==> src/rtl/mem_access_stage.sv <==
// mem_access_stage
// MEM-stage access unit. Issues loads/stores from EX/MEM to the D-cache over a
// req/ready handshake, formats load data, builds store lanes and byte enables,
// and stalls the upstream pipeline (with bubbles into MEM/WB) while an access
// is outstanding.
//
// Ports:
//   clk, rst_n                 clock, asynchronous active-low reset
//   valid_in .. reg_write_in   EX/MEM instruction fields and controls
//   dc_req/we/addr/wdata/be    registered D-cache request
//   dc_ready, dc_rdata         D-cache accept/complete and read word
//   mem_data_out .. reg_write_out  MEM/WB inputs
//   mem_stall                  stall to the hazard unit
//   addr_err, bus_err          misaligned access / access timed out
module mem_access_stage #(
    parameter int TIMEOUT_CYCLES = 255
) (
    input  logic        clk,
    input  logic        rst_n,
    input  logic        valid_in,
    input  logic [31:0] alu_result_in,
    input  logic [31:0] store_data_in,
    input  logic [4:0]  dest_reg_in,
    input  logic        mem_read_in,
    input  logic        mem_write_in,
    input  logic [1:0]  mem_size_in,
    input  logic        mem_unsigned_in,
    input  logic        mem_to_reg_in,
    input  logic        reg_write_in,
    output logic        dc_req,
    output logic        dc_we,
    output logic [31:0] dc_addr,
    output logic [31:0] dc_wdata,
    output logic [3:0]  dc_be,
    input  logic        dc_ready,
    input  logic [31:0] dc_rdata,
    output logic [31:0] mem_data_out,
    output logic [31:0] alu_result_out,
    output logic [4:0]  dest_reg_out,
    output logic        mem_to_reg_out,
    output logic        reg_write_out,
    output logic        mem_stall,
    output logic        addr_err,
    output logic        bus_err
);

    typedef enum logic [1:0] {
        ST_IDLE   = 2'd0,
        ST_ACCESS = 2'd1,
        ST_DONE   = 2'd2
    } state_t;

    localparam int CNT_W = (TIMEOUT_CYCLES > 1) ? $clog2(TIMEOUT_CYCLES + 1) : 1;
    localparam bit LP_TO_EN = (TIMEOUT_CYCLES != 0);
    // Counter value seen during the last tolerated not-ready cycle.
    localparam logic [CNT_W-1:0] LP_TO_LAST =
        (TIMEOUT_CYCLES > 0) ? CNT_W'(TIMEOUT_CYCLES - 1) : '0;

    state_t            r_state;
    logic [CNT_W-1:0]  r_cnt;
    logic              r_err;
    logic [31:0]       r_hold;

    logic              w_memop;
    logic              w_misalign;
    logic              w_aligned_memop;

    // Byte enables for the lanes touched by the access.
    function automatic logic [3:0] f_store_be(input logic [1:0] size, input logic [1:0] lo);
        logic [3:0] be;
        case (size)
            2'b00:   be = 4'b0001 << lo;
            2'b01:   be = lo[1] ? 4'b1100 : 4'b0011;
            default: be = 4'b1111;
        endcase
        return be;
    endfunction

    // Replicate store data across lanes so the cache picks it up via dc_be.
    function automatic logic [31:0] f_store_wdata(input logic [1:0] size, input logic [31:0] sd);
        logic [31:0] wd;
        case (size)
            2'b00:   wd = {4{sd[7:0]}};
            2'b01:   wd = {2{sd[15:0]}};
            default: wd = sd;
        endcase
        return wd;
    endfunction

    // Select the addressed lane and sign/zero-extend it.
    function automatic logic [31:0] f_load_fmt(input logic [1:0] size, input logic [1:0] lo,
                                               input logic uns, input logic [31:0] w);
        logic [7:0]  b;
        logic [15:0] h;
        logic [31:0] r;
        b = w[{lo, 3'b000} +: 8];
        h = w[{lo[1], 4'b0000} +: 16];
        case (size)
            2'b00:   r = uns ? {24'h000000, b} : {{24{b[7]}}, b};
            2'b01:   r = uns ? {16'h0000, h} : {{16{h[15]}}, h};
            default: r = w;
        endcase
        return r;
    endfunction

    assign w_memop         = valid_in & (mem_read_in | mem_write_in);
    assign w_aligned_memop = w_memop & ~w_misalign;
    assign alu_result_out  = alu_result_in;

    // Alignment check by access size (size 11 behaves as word).
    always_comb begin
        w_misalign = 1'b0;
        case (mem_size_in)
            2'b00:   w_misalign = 1'b0;
            2'b01:   w_misalign = alu_result_in[0];
            default: w_misalign = (alu_result_in[1:0] != 2'b00);
        endcase
    end

    // Access FSM: owns the registered cache request, wait counter, error flag and read hold.
    always_ff @(posedge clk or negedge rst_n) begin
        if (!rst_n) begin
            r_state  <= ST_IDLE;
            r_cnt    <= '0;
            r_err    <= 1'b0;
            r_hold   <= 32'h0000_0000;
            dc_req   <= 1'b0;
            dc_we    <= 1'b0;
            dc_addr  <= 32'h0000_0000;
            dc_wdata <= 32'h0000_0000;
            dc_be    <= 4'b0000;
        end else begin
            case (r_state)
                ST_IDLE: begin
                    if (w_aligned_memop) begin
                        r_state  <= ST_ACCESS;
                        r_cnt    <= '0;
                        r_err    <= 1'b0;
                        dc_req   <= 1'b1;
                        dc_we    <= mem_write_in;   // store wins over load
                        dc_addr  <= {alu_result_in[31:2], 2'b00};
                        dc_wdata <= f_store_wdata(mem_size_in, store_data_in);
                        dc_be    <= f_store_be(mem_size_in, alu_result_in[1:0]);
                    end
                end
                ST_ACCESS: begin
                    if (dc_ready) begin
                        r_hold  <= dc_rdata;
                        dc_req  <= 1'b0;
                        r_state <= ST_DONE;
                    end else if (LP_TO_EN && (r_cnt == LP_TO_LAST)) begin
                        dc_req  <= 1'b0;
                        r_err   <= 1'b1;
                        r_state <= ST_DONE;
                    end else begin
                        r_cnt <= r_cnt + CNT_W'(1);
                    end
                end
                ST_DONE: begin
                    r_state <= ST_IDLE;
                    r_cnt   <= '0;
                    r_err   <= 1'b0;
                end
                default: begin
                    r_state <= ST_IDLE;
                    dc_req  <= 1'b0;
                end
            endcase
        end
    end

    // MEM/WB outputs, stall and error flags derived from state and the live EX/MEM fields.
    // EX/MEM is frozen while stalled, so in DONE the inputs still describe the memop.
    always_comb begin
        mem_stall      = 1'b0;
        addr_err       = 1'b0;
        bus_err        = 1'b0;
        mem_data_out   = 32'h0000_0000;
        dest_reg_out   = dest_reg_in;
        mem_to_reg_out = mem_to_reg_in;
        reg_write_out  = reg_write_in;
        case (r_state)
            ST_IDLE: begin
                if (w_aligned_memop) begin
                    // The instruction reaches MEM/WB only in DONE; bubble now.
                    mem_stall      = 1'b1;
                    dest_reg_out   = 5'd0;
                    mem_to_reg_out = 1'b0;
                    reg_write_out  = 1'b0;
                end else if (w_memop) begin
                    addr_err      = 1'b1;
                    reg_write_out = 1'b0;
                end else begin
                    mem_stall = 1'b0;
                end
            end
            ST_ACCESS: begin
                mem_stall      = 1'b1;
                dest_reg_out   = 5'd0;
                mem_to_reg_out = 1'b0;
                reg_write_out  = 1'b0;
            end
            ST_DONE: begin
                mem_data_out = f_load_fmt(mem_size_in, alu_result_in[1:0], mem_unsigned_in, r_hold);
                if (r_err) begin
                    bus_err       = 1'b1;
                    reg_write_out = 1'b0;
                end else begin
                    bus_err = 1'b0;
                end
            end
            default: begin
                mem_stall = 1'b0;
            end
        endcase
    end

endmodule

==> config.mk <==
export PLATFORM = sky130hd
export DESIGN_NAME = mem_access_stage
export DESIGN_NICKNAME = d
export VERILOG_FILES = /design/src/rtl/mem_access_stage.sv
export SDC_FILE = /design/constraint.sdc
export NUM_CORES = 1
export LEC_CHECK = 0
export ABC_AREA = 1
export CAP_MARGIN = 15
export CORE_UTILIZATION = 44
export CTS_BUF_LIST = sky130_fd_sc_hd__clkbuf_2 sky130_fd_sc_hd__clkbuf_4 sky130_fd_sc_hd__clkbuf_8
export DETAILED_ROUTE_END_ITERATION = 6
export PLACE_DENSITY = 0.8
export RECOVER_POWER = 25
export SYNTH_ARGS = -nofsm -noshare
export SYNTH_HDL_FRONTEND = slang
export SYNTH_SLANG_ARGS = --single-unit
==> constraint.sdc <==
create_clock -name clk -period 2 [get_ports clk]
set_input_delay 0.5 -clock clk [delete_from_list [all_inputs] [get_ports clk]]
set_output_delay 0.5 -clock clk [all_outputs]
set_load 0.02 [all_outputs]
==> impl_metrics.env <==
export IMPL_p_int_mw=6.44
export IMPL_r2r_slack_ns=0.17
export IMPL_fin_tns_setup_ns=-4.83
export IMPL_fmax_ghz=0.449
export IMPL_worstReg2RegEnd="dc_wdata[28]"
export IMPL_antenna_found_initial=0
export IMPL_drive_gt1_frac=0.279
export IMPL_grt_first_pass_wirelength_mm=27.4
export IMPL_worst_setup_path_type="flop to output port"
export IMPL_grt_pass1_vias=5398
export IMPL_post_route_min_period_ns=2.23
export IMPL_yosysUniqueCellTypes=34
export IMPL_regToRegStartpoint="r_state[1]"
export IMPL_peakVddDrop_v=0.000601
export IMPL_power_total_mw=10.5
export IMPL_rsz0062_at_grt="yes"
export IMPL_worstHoldPathType="flop to flop"
export IMPL_drcViolationCount=0
export IMPL_crit_path_end_kind="output port"
export IMPL_arrival_ns=1.73
export IMPL_final_core_util=0.754
export IMPL_post_route_period_util=1.11
export IMPL_ys_ff_latch=111
export IMPL_nets=1124
export IMPL_tritoncts="built"
export IMPL_yosys_warnings=0
export IMPL_finClkSkew_ns=0.0187
export IMPL_clk_pin_slew_worst_paths_ns=0.11
export IMPL_slew_viol_final=0
export IMPL_grt_usage=0.268
export IMPL_coreArea_um2=12800
export IMPL_pwr_share_seq=0.360
export IMPL_start_util=0.455
export IMPL_p_leak_nw=4.77
export IMPL_failed_checks="negative setup slack"
export IMPL_worst_slack_ns=-0.226
export IMPL_crit_end="mem_data_out[23]"
export IMPL_cts_root_buffer="clkbuf_8"
export IMPL_worst_ep_required_time_ns=1.50
export IMPL_grt_max_degree=70
export IMPL_via_per_inst=4.97
export IMPL_ys_seq_area_frac=0.478
export IMPL_die_width_um=117
export IMPL_critPathMaxFanout=5
export IMPL_r2r_cells=9
export IMPL_cts_buffers=9
export IMPL_wire_per_inst_um=16.3
export IMPL_overflow=0
export IMPL_outcome="finished with violations"
export IMPL_clock_sinks=111
export IMPL_finalWirelength_mm=19.3
export IMPL_drtAntennaViolNets=0
export IMPL_crit_start="r_hold[31]"
export IMPL_port_buffers=253
export IMPL_p_switching_mw=4.04
export IMPL_startpoint_type="flop"
export IMPL_synth_main_ff_cell="dfrtp_1"
export IMPL_drv_cap=0
export IMPL_dp_hpwl_mm=13.5
export IMPL_clockBufferDepth=2
export IMPL_die_area_um2=13700
export IMPL_clk_latency_ns=0.39
export IMPL_h_tree_depth=3
export IMPL_synth_enable_flop_cells=0
export IMPL_p_per_area_nw_per_um2=1090
export IMPL_num_vias=5904
export IMPL_ios=256
export IMPL_firstDrtPassIters=5
export IMPL_finalSetupViolations=36
export IMPL_synthCells=715
export IMPL_switching_share=0.386
export IMPL_drt_iter0_drc=351
export IMPL_finalHoldViolCount=0
export IMPL_place_gp_congestion=0.904
export IMPL_rows=41
export IMPL_tightest_slew_ns=0.643
export IMPL_clkPwrFrac=0.152
export IMPL_avgSynthCellArea_um2=8.13
export IMPL_async_reset_ff_frac=1.00
export IMPL_fin_cells=1188
export IMPL_slew_headroom=0.572
export IMPL_syn_cell_area_um2=5820
export IMPL_die_y_um=117
export IMPL_fillers=871
export IMPL_pwr_share_comb=0.489
export IMPL_dpl_cell_count=1150
export IMPL_syn_to_final_growth_pct=65.5
cell families after synthesis:
group / count (synthesis) / share of synthesized area
muxes: 32 / 0.0620
xor gates and xnor gates: 2 / 0.00301
AOI/OAI and AO/OA: 58 / 0.0562
DFF: 111 / 0.478
and+or+nand+nor: 402 / 0.292
other: 1 / 0.000645
adders and majority gates: 2 / 0.00430
buffers and inverters: 107 / 0.104
Yosys cell counts, types with 4 or more instances:
cell / number / share of area
a21oi_1: 12 / 0.010
a31oi_1: 17 / 0.018
buf_2: 12 / 0.010
buf_4: 37 / 0.048
buf_6: 4 / 0.0077
clkbuf_1: 9 / 0.0058
dfrtp_1: 111 / 0.48
inv_1: 38 / 0.025
inv_2: 5 / 0.0032
mux2_1: 9 / 0.017
mux2_2: 23 / 0.045
nand2_1: 293 / 0.19
nand2_2: 5 / 0.0054
nand3_1: 28 / 0.024
nor2_1: 55 / 0.035
nor2_4: 12 / 0.023
o21ai_0: 16 / 0.014
o21ai_1: 7 / 0.0060
worst max-delay path, stage by stage, from the launching register on:
cell and delay (ns):
dfrtp_1 0.42, buf_4 0.15, nand2_2 0.06, nand2_2 0.07
nand3_2 0.09, nand3_4 0.08, nand2_4 0.12, clkbuf_16 0.18
nor2_4 0.03, buf_6 0.13
flip-flops by register name, indices dropped and copies added (netlist names):
signal / count
dc_wdata: 32
r_state: 2
dc_req: 1
dc_be: 4
r_err: 1
dc_we: 1
r_hold: 32
r_cnt: 8
dc_addr: 30
timing repair:
action | 4_1_cts | 5_1_grt
buffers inserted | 12 | 6
pin swaps | 15 | 19
gates cloned | 0 | 2
hold buffers | 1 | 0
endpoints found under the setup margin | 143 | 96
hold endpoints to repair | 6 | 0
resized for setup | 363 | 61
final cells by class:
type                            count  area (um2)  share of cell area
Timing Repair Buffer              346        3430               0.357
Sequential cell                   111        2780               0.289
Multi-Input combinational cell    498        2780               0.289
Tap cell                          172         215              0.0224
Inverter                           44         180              0.0187
Clock buffer                       11         151              0.0157
Clock inverter                      5        86.3             0.00897
Antenna cell                        1        2.50            0.000260
stage by stage:
stage,hold WS [ns],setup WS (ns),area [um2]
floorplan,0.204,-0.0197,5860
global placement,0.430,-1.02,8790
detailed placement,0.430,-1.09,8790
CTS,0.486,-0.212,9340
global route,0.475,-0.305,9620
finish,0.486,-0.226,9630
layer usage:
layer	share of wire	up-vias	routed length, um	track usage
li1	-	2802	-	-
met1	0.38	2809	7350	0.312
met3	0.065	47	1260	0.0474
met5	0	-	0	0
met4	0.036	0	698	0.142
met2	0.52	246	10000	0.473
power groups by stage:
stage / Sequential [mW] / Combinational, mW / Clock, mW
CTS: 3.72 / 4.90 / 1.61
floorplan: 4.30 / 1.70 / 0
finish: 3.77 / 5.13 / 1.59
global placement: 3.72 / 4.59 / 0
detailed placement: 3.75 / 4.68 / 0
global route: 3.88 / 5.49 / 1.72
cell usage in the layout (no fill, tap or decap), types with 14 or more instances in the layout:
master	Yosys	routed
a31oi_1	17	16
buf_4	37	70
buf_6	4	52
clkdlybuf4s50_1	0	172
dfrtp_1	111	110
dlygate4sd2_1	0	32
inv_1	38	26
inv_2	5	14
mux2_2	23	23
nand2_1	293	269
nand2_2	5	22
nand3_2	1	18
nor2_1	55	40
nor2_4	12	26
o21ai_0	16	16
worst min-delay path by stage:
stage | start | to | slack [ns] | depth (start not counted)
5_1_grt | mem_write_in | dc_we | 0.48 | 3
2_1_floorplan | rst_n | dc_addr[10] | 0.20 | 0
4_1_cts | mem_write_in | dc_we | 0.49 | 3
6_report | dc_addr[27] | dc_addr[27] | 0.49 | 2
3_3_place_gp | rst_n | dc_addr[9] | 0.43 | 1
3_5_place_dp | rst_n | dc_wdata[2] | 0.43 | 1
Power figures use the tool's default switching activity.
